File: src/rtl/task_graph_sequencer.sv
// task_graph_sequencer: holds one NUM_V x NUM_V task-graph adjacency matrix and
// streams it row-major into task_mapper at two cycles per entry. It repeats the
// application num_apps times and stalls in HOLD while mt_ready is low.
// Optional build macro: SKIP_ZERO_EN. When it is defined, zero entries take a single
// PRESENT cycle with task_valid low, and mt_ready is not checked for them.
module task_graph_sequencer #(
    parameter int unsigned NUM_V  = 3,
    parameter int unsigned DATA_W = 32,
    parameter int unsigned IDX_W  = 8,
    parameter int unsigned APP_W  = 10
) (
    input  logic              clk,
    input  logic              rst,
    input  logic              cfg_we,
    input  logic [IDX_W-1:0]  cfg_row,
    input  logic [IDX_W-1:0]  cfg_col,
    input  logic [DATA_W-1:0] cfg_data,
    input  logic              start,
    input  logic [APP_W-1:0]  num_apps,
    input  logic              mt_ready,
    output logic [DATA_W-1:0] task_array,
    output logic              task_valid,
    output logic              root_task,
    output logic [IDX_W-1:0]  row,
    output logic [IDX_W-1:0]  col,
    output logic              app_end,
    output logic              busy,
    output logic              done,
    output logic [APP_W-1:0]  app_cnt
);

    localparam int unsigned NUM_E  = NUM_V * NUM_V;
    localparam int unsigned ADDR_W = (NUM_E > 1) ? $clog2(NUM_E) : 1;
    localparam int unsigned NZ_W   = $clog2(NUM_E + 1);
    localparam logic [IDX_W-1:0] LAST_IDX = IDX_W'(NUM_V - 1);

    typedef enum logic [2:0] {IDLE, PRESENT, HOLD, GAP1, APPEND, GAP2} state_t;

    state_t              state, state_n;
    logic [DATA_W-1:0]   mem [NUM_E];
    logic [APP_W-1:0]    apps_lat, apps_n;
    logic [NZ_W-1:0]     nz_cnt, nz_n, nz_base;
    logic [DATA_W-1:0]   data_n, pres_data;
    logic [IDX_W-1:0]    row_n, col_n, pres_row, pres_col;
    logic [ADDR_W-1:0]   pres_idx, wr_idx;
    logic [APP_W-1:0]    app_cnt_n;
    logic                valid_n, root_n, app_end_n, done_n;
    logic                present, advance, wr_en;

    // Row-major linear address of a matrix entry.
    function automatic logic [ADDR_W-1:0] lin(input logic [IDX_W-1:0] r, input logic [IDX_W-1:0] c);
        return ADDR_W'(r) * ADDR_W'(NUM_V) + ADDR_W'(c);
    endfunction

    // Matrix writes are accepted only in IDLE and only inside the matrix bounds.
    always_comb begin
        wr_en  = (state == IDLE) && cfg_we &&
                 (cfg_row < IDX_W'(NUM_V)) && (cfg_col < IDX_W'(NUM_V));
        wr_idx = lin(cfg_row, cfg_col);
    end

    // Matrix storage.
    always_ff @(posedge clk or posedge rst) begin
        if (rst) begin
            for (int unsigned i = 0; i < NUM_E; i++) begin
                mem[i] <= '0;
            end
        end else if (wr_en) begin
            mem[wr_idx] <= cfg_data;
        end
    end

    // Next state and next registered outputs.
    always_comb begin
        state_n   = state;
        row_n     = row;
        col_n     = col;
        data_n    = task_array;
        valid_n   = 1'b0;
        root_n    = 1'b0;
        app_end_n = 1'b0;
        done_n    = 1'b0;
        app_cnt_n = app_cnt;
        nz_n      = nz_cnt;
        apps_n    = apps_lat;
        present   = 1'b0;
        advance   = 1'b0;
        pres_row  = '0;
        pres_col  = '0;
        nz_base   = nz_cnt;
        pres_idx  = '0;
        pres_data = '0;

        case (state)
            IDLE: begin
                if (start) begin
                    if (num_apps == '0) begin
                        done_n = 1'b1;
                    end else begin
                        apps_n    = num_apps;
                        app_cnt_n = '0;
                        nz_base   = '0;
                        present   = 1'b1;
                    end
                end
            end
            PRESENT: begin
`ifdef SKIP_ZERO_EN
                if (task_array == '0) begin
                    advance = 1'b1;
                end else begin
                    state_n = HOLD;
                    valid_n = 1'b1;
                end
`else
                state_n = HOLD;
                valid_n = 1'b1;
`endif
            end
            HOLD: begin
                if (mt_ready) begin
                    advance = 1'b1;
                end else begin
                    valid_n = 1'b1;
                end
            end
            GAP1: begin
                state_n   = APPEND;
                app_end_n = 1'b1;
                app_cnt_n = app_cnt + APP_W'(1);
            end
            APPEND: begin
                state_n = GAP2;
            end
            GAP2: begin
                if (app_cnt == apps_lat) begin
                    state_n = IDLE;
                    done_n  = 1'b1;
                end else begin
                    nz_base = '0;
                    present = 1'b1;
                end
            end
            default: begin
                state_n = IDLE;
            end
        endcase

        // Step to the next entry, or close the application after the last one.
        if (advance) begin
            if ((row == LAST_IDX) && (col == LAST_IDX)) begin
                state_n = GAP1;
            end else begin
                present = 1'b1;
                if (col == LAST_IDX) begin
                    pres_row = row + IDX_W'(1);
                    pres_col = '0;
                end else begin
                    pres_row = row;
                    pres_col = col + IDX_W'(1);
                end
            end
        end

        // Load the entry being presented; a same-cycle IDLE write is bypassed in.
        if (present) begin
            pres_idx  = lin(pres_row, pres_col);
            pres_data = (wr_en && (wr_idx == pres_idx)) ? cfg_data : mem[pres_idx];
            state_n   = PRESENT;
            row_n     = pres_row;
            col_n     = pres_col;
            data_n    = pres_data;
`ifdef SKIP_ZERO_EN
            valid_n   = (pres_data != '0);
`else
            valid_n   = 1'b1;
`endif
            root_n    = (pres_data != '0) && (nz_base == '0);
            nz_n      = nz_base + NZ_W'(pres_data != '0);
        end
    end

    // State and output registers.
    always_ff @(posedge clk or posedge rst) begin
        if (rst) begin
            state      <= IDLE;
            task_array <= '0;
            task_valid <= 1'b0;
            root_task  <= 1'b0;
            row        <= '0;
            col        <= '0;
            app_end    <= 1'b0;
            busy       <= 1'b0;
            done       <= 1'b0;
            app_cnt    <= '0;
            nz_cnt     <= '0;
            apps_lat   <= '0;
        end else begin
            state      <= state_n;
            task_array <= data_n;
            task_valid <= valid_n;
            root_task  <= root_n;
            row        <= row_n;
            col        <= col_n;
            app_end    <= app_end_n;
            busy       <= (state_n != IDLE);
            done       <= done_n;
            app_cnt    <= app_cnt_n;
            nz_cnt     <= nz_n;
            apps_lat   <= apps_n;
        end
    end

endmodule

File: config.mk
export PLATFORM = sky130hd
export DESIGN_NAME = task_graph_sequencer
export DESIGN_NICKNAME = d
export VERILOG_FILES = /design/src/rtl/task_graph_sequencer.sv
export SDC_FILE = /design/constraint.sdc
export NUM_CORES = 1
export LEC_CHECK = 0
export ABC_AREA = 1
export BUFFER_PORTS_ARGS = -buffer_cell sky130_fd_sc_hd__buf_2
export CAP_MARGIN = 30
export CORE_AREA = 3 3 257 284
export DETAILED_ROUTE_END_ITERATION = 6
export DIE_AREA = 0 0 260 287
export PLACE_DENSITY = 0.46
export SLEW_MARGIN = 20
export SYNTH_ARGS = -nofsm -noshare
export SYNTH_HDL_FRONTEND = slang
export SYNTH_SLANG_ARGS = --single-unit
export TNS_END_PERCENT = 1
File: constraint.sdc
create_clock -name clk -period 12.1 [get_ports clk]
set_input_delay 0.605 -clock clk [delete_from_list [all_inputs] [get_ports clk]]
set_output_delay 0.605 -clock clk [all_outputs]
set_load 0.005 [all_outputs]
==> results.py <==
metrics = {
    "grt": {
        "grt_overflow": 0,
        "grt_usage": 0.152,
        "antenna_found_initial": 0,
        "grt_pass1_wl_um": 89100,
        "grt_max_degree": 111,
        "grt_pass1_vias": 14674,
    },
    "run": {
        "cap_violations": 0,
    },
    "sta": {
        "min_period_over_period": 0.529,
        "fmax_mhz": 156,
        "finalSetupViolCount": 0,
        "fin_crit_ns": 6.40,
        "hold_viol_final": 0,
        "clock_skew_ns": 0.0229,
        "final.setup.tns_ns": 0,
        "worst_slew_pin_slew_ns": 0.868,
        "drv_slew": 0,
        "rsz0062_at_grt": "no",
        "slew_headroom": 0.421,
    },
    "worst_setup_path": {
        "start_kind": "flop",
        "critPathRequiredTime_ns": 12.52,
        "critical-path-slowest-cell": "nand3_2",
        "crit_family": "simple AND/OR/NAND/NOR gates",
        "cp.arrival_ns": 6.82,
        "crit_top_cell": "nand2_1",
        "cp_max_fo": 38,
        "cp-end-kind": "flop",
        "critPathKind": "reg2reg",
        "cp.buffers_inverters": 4,
        "critPathMaxStageDelay_ns": 0.69,
    },
    "place": {
        "hpwl_um": 36500,
        "gp_congestion": 0.876,
        "port_buffers": 125,
    },
    "synth": {
        "yosysTopAreaCell": "dfrtp_1",
        "synth_top_area_frac": 0.527,
        "synth.area.top_cells": "dfrtp_1 (53%), nand2_1 (16%), o21ai_0 (11%)",
        "synthCells": 2186,
        "syn_area_um2": 17500,
        "mappedNetlistNets": 2268,
        "yosysSeqAreaShare": 0.527,
        "synthArstFlopShare": 1.00,
        "ys_ff_latch": 368,
        "avgSynthCellArea_um2": 8.00,
        "synth.distinct_cells": 43,
        "ys_warn_count": 0,
        "synth_top_flop_cell": "dfrtp_1",
        "synth_enable_flop_cells": 0,
    },
    "cts": {
        "cts_root_buf": "clkbuf_16",
        "cts_resized": 0,
        "clockBufferDepth": 3,
        "cts_tree": "done",
        "clk_latency_ns": 0.57,
        "numClockSinks": 368,
        "cts_setup_buffers": 0,
        "hold_buffers": 0,
        "cts.clk_slew.worst_paths_ns": 0.06,
        "cts.htree.levels": 2,
        "cts_buffers": 42,
    },
    "floorplan": {
        "start_util": 0.249,
        "core_um2": 70300,
        "pin_count": 126,
        "rows": 102,
        "dieHeight_um": 287,
        "die_w_um": 260,
        "die_area_um2": 74600,
    },
    "route": {
        "drt_iter0_markers": 1204,
        "via_per_inst": 4.68,
        "drtPass1Iterations": 6,
        "ant_nets": 0,
        "wl_um": 57000,
        "drc": 0,
        "vias": 15122,
        "avgRoutedWirePerCell_um": 17.7,
    },
    "final_layout": {
        "area_delta_synth_final_pct": 17.4,
        "final_core_util": 0.292,
        "drive_above_1_share": 0.115,
        "fill_cells": 7510,
        "final_nets": 2341,
    },
    "run_status": {
        "outcome": "finished, final reports clean",
    },
    "hold_path": {
        "hold_path_class": "in2async",
    },
    "pwr": {
        "ir_drop_v": 0.000116,
        "power.density_nw_per_um2": 181,
        "leakagePower_nw": 9.62,
    },
}
## flip-flops by register name, summed over array words and instances, names as in the netlist
signal and cells:
task_array 32, mem 288, done 1, nz_cnt 4, col 8, app_cnt 10
task_valid 1, state 3, app_end 1, row 8, busy 1, root_task 1
apps_lat 10
## stage by stage
step | hold WS (ns) | instances | setup slack, ns | power [W] | area, um^2
6_report | 0.212 | 3228 | 5.70 | 0.00372 | 20500
5_1_grt | 0.273 | 3226 | 5.13 | 0.00394 | 20500
4_1_cts | 0.244 | 3223 | 5.69 | 0.00377 | 20400
3_5_place_dp | 0.468 | 3148 | 5.70 | 0.00246 | 19000
3_3_place_gp | 0.462 | 3143 | 5.50 | 0.00243 | 19000
2_1_floorplan | 0.448 | 2186 | 1.28 | 0.00205 | 17500
## cell usage after synthesis (all sizes together), types with 2 or more instances
library cell / n
buf: 20
nor2: 172
clkbuf: 105
fa: 6
dfrtp: 368
ha: 13
nand2: 742
a21oi: 17
a31o: 2
xnor2: 7
inv: 102
a311oi: 22
xor2: 5
nor3: 55
o21ai: 373
nand4: 40
o21bai: 2
nor4: 5
o22ai: 5
nand3: 103
o21a: 2
or2: 5
o221ai: 7
## layout by cell type (no fill, tap or decap), types with 22 or more instances in the layout
master | synthesis | routed
nand2_1 | 735 | 731
o21ai_0 | 370 | 370
dfrtp_1 | 368 | 368
nor2_1 | 169 | 168
buf_2 | 12 | 125
nand3_1 | 98 | 96
inv_1 | 97 | 94
nor3_1 | 55 | 55
clkbuf_16 | 0 | 42
nand4_1 | 40 | 40
a311oi_1 | 22 | 22
buf_4 | 2 | 22
## report_power, final
group | leakage, nW | switching, W | internal (W)
combinational | 3.84 | 0.000786 | 0.000313
clock | 0.682 | 0.000546 | 0.000741
sequential | 5.10 | 0.0000423 | 0.00129
total | 9.62 | 0.00137 | 0.00235
## layer usage
| metal | vias up | global-route usage | wire (um) |
|---|---|---|---|
| li1 | 7329 | - | - |
| met1 | 7305 | 0.213 | 26500 |
| met2 | 408 | 0.247 | 26200 |
| met3 | 80 | 0.0211 | 2960 |
| met4 | 0 | 0.0388 | 1310 |
| met5 | - | 0 | 0 |
## final timing paths
check	endpoint	cells past startpoint	slack, ns	startpoint
min reg2reg	mem[107]$_DFFE_PP0P_	2	0.48	mem[107]$_DFFE_PP0P_
max in group asynchronous	mem[143]$_DFFE_PP0P_	5	9.99	rst
min	app_cnt[9]$_DFFE_PP0P_	2	0.21	rst
max reg2reg	nz_cnt[1]$_DFFE_PP0P_	31	5.70	col[0]$_DFFE_PP0P_
min in group clk	apps_lat[8]$_DFFE_PP0P_	3	0.27	num_apps[8]
max	nz_cnt[1]$_DFFE_PP0P_	31	5.70	col[0]$_DFFE_PP0P_
## area by class of cell
cell class / instances / area (um^2) / share of cell area
Multi-Input combinational cell: 1590 / 7410 / 0.361
Timing Repair Buffer: 154 / 947 / 0.0462
Sequential cell: 368 / 9210 / 0.449
Antenna cell: 2 / 5.00 / 0.000244
Clock buffer: 54 / 1150 / 0.0559
Clock inverter: 21 / 230 / 0.0112
Inverter: 103 / 397 / 0.0193
Tap cell: 936 / 1170 / 0.0571
## kinds of logic (layout without fill, tap and decap cells)
kind of cell	count (synthesis)	after routing	synth area share
buffers and inverters	228	332	0.0515
adder cells (fa/ha/maj)	19	19	0.0162
flip-flops	368	368	0.527
XOR/XNOR	12	12	0.00601
other	0	2	0
AND/OR/NAND/NOR	1126	1126	0.267
AO/OA/AOI/OAI	433	433	0.133
No activity file was read; power rests on OpenSTA's default activity.
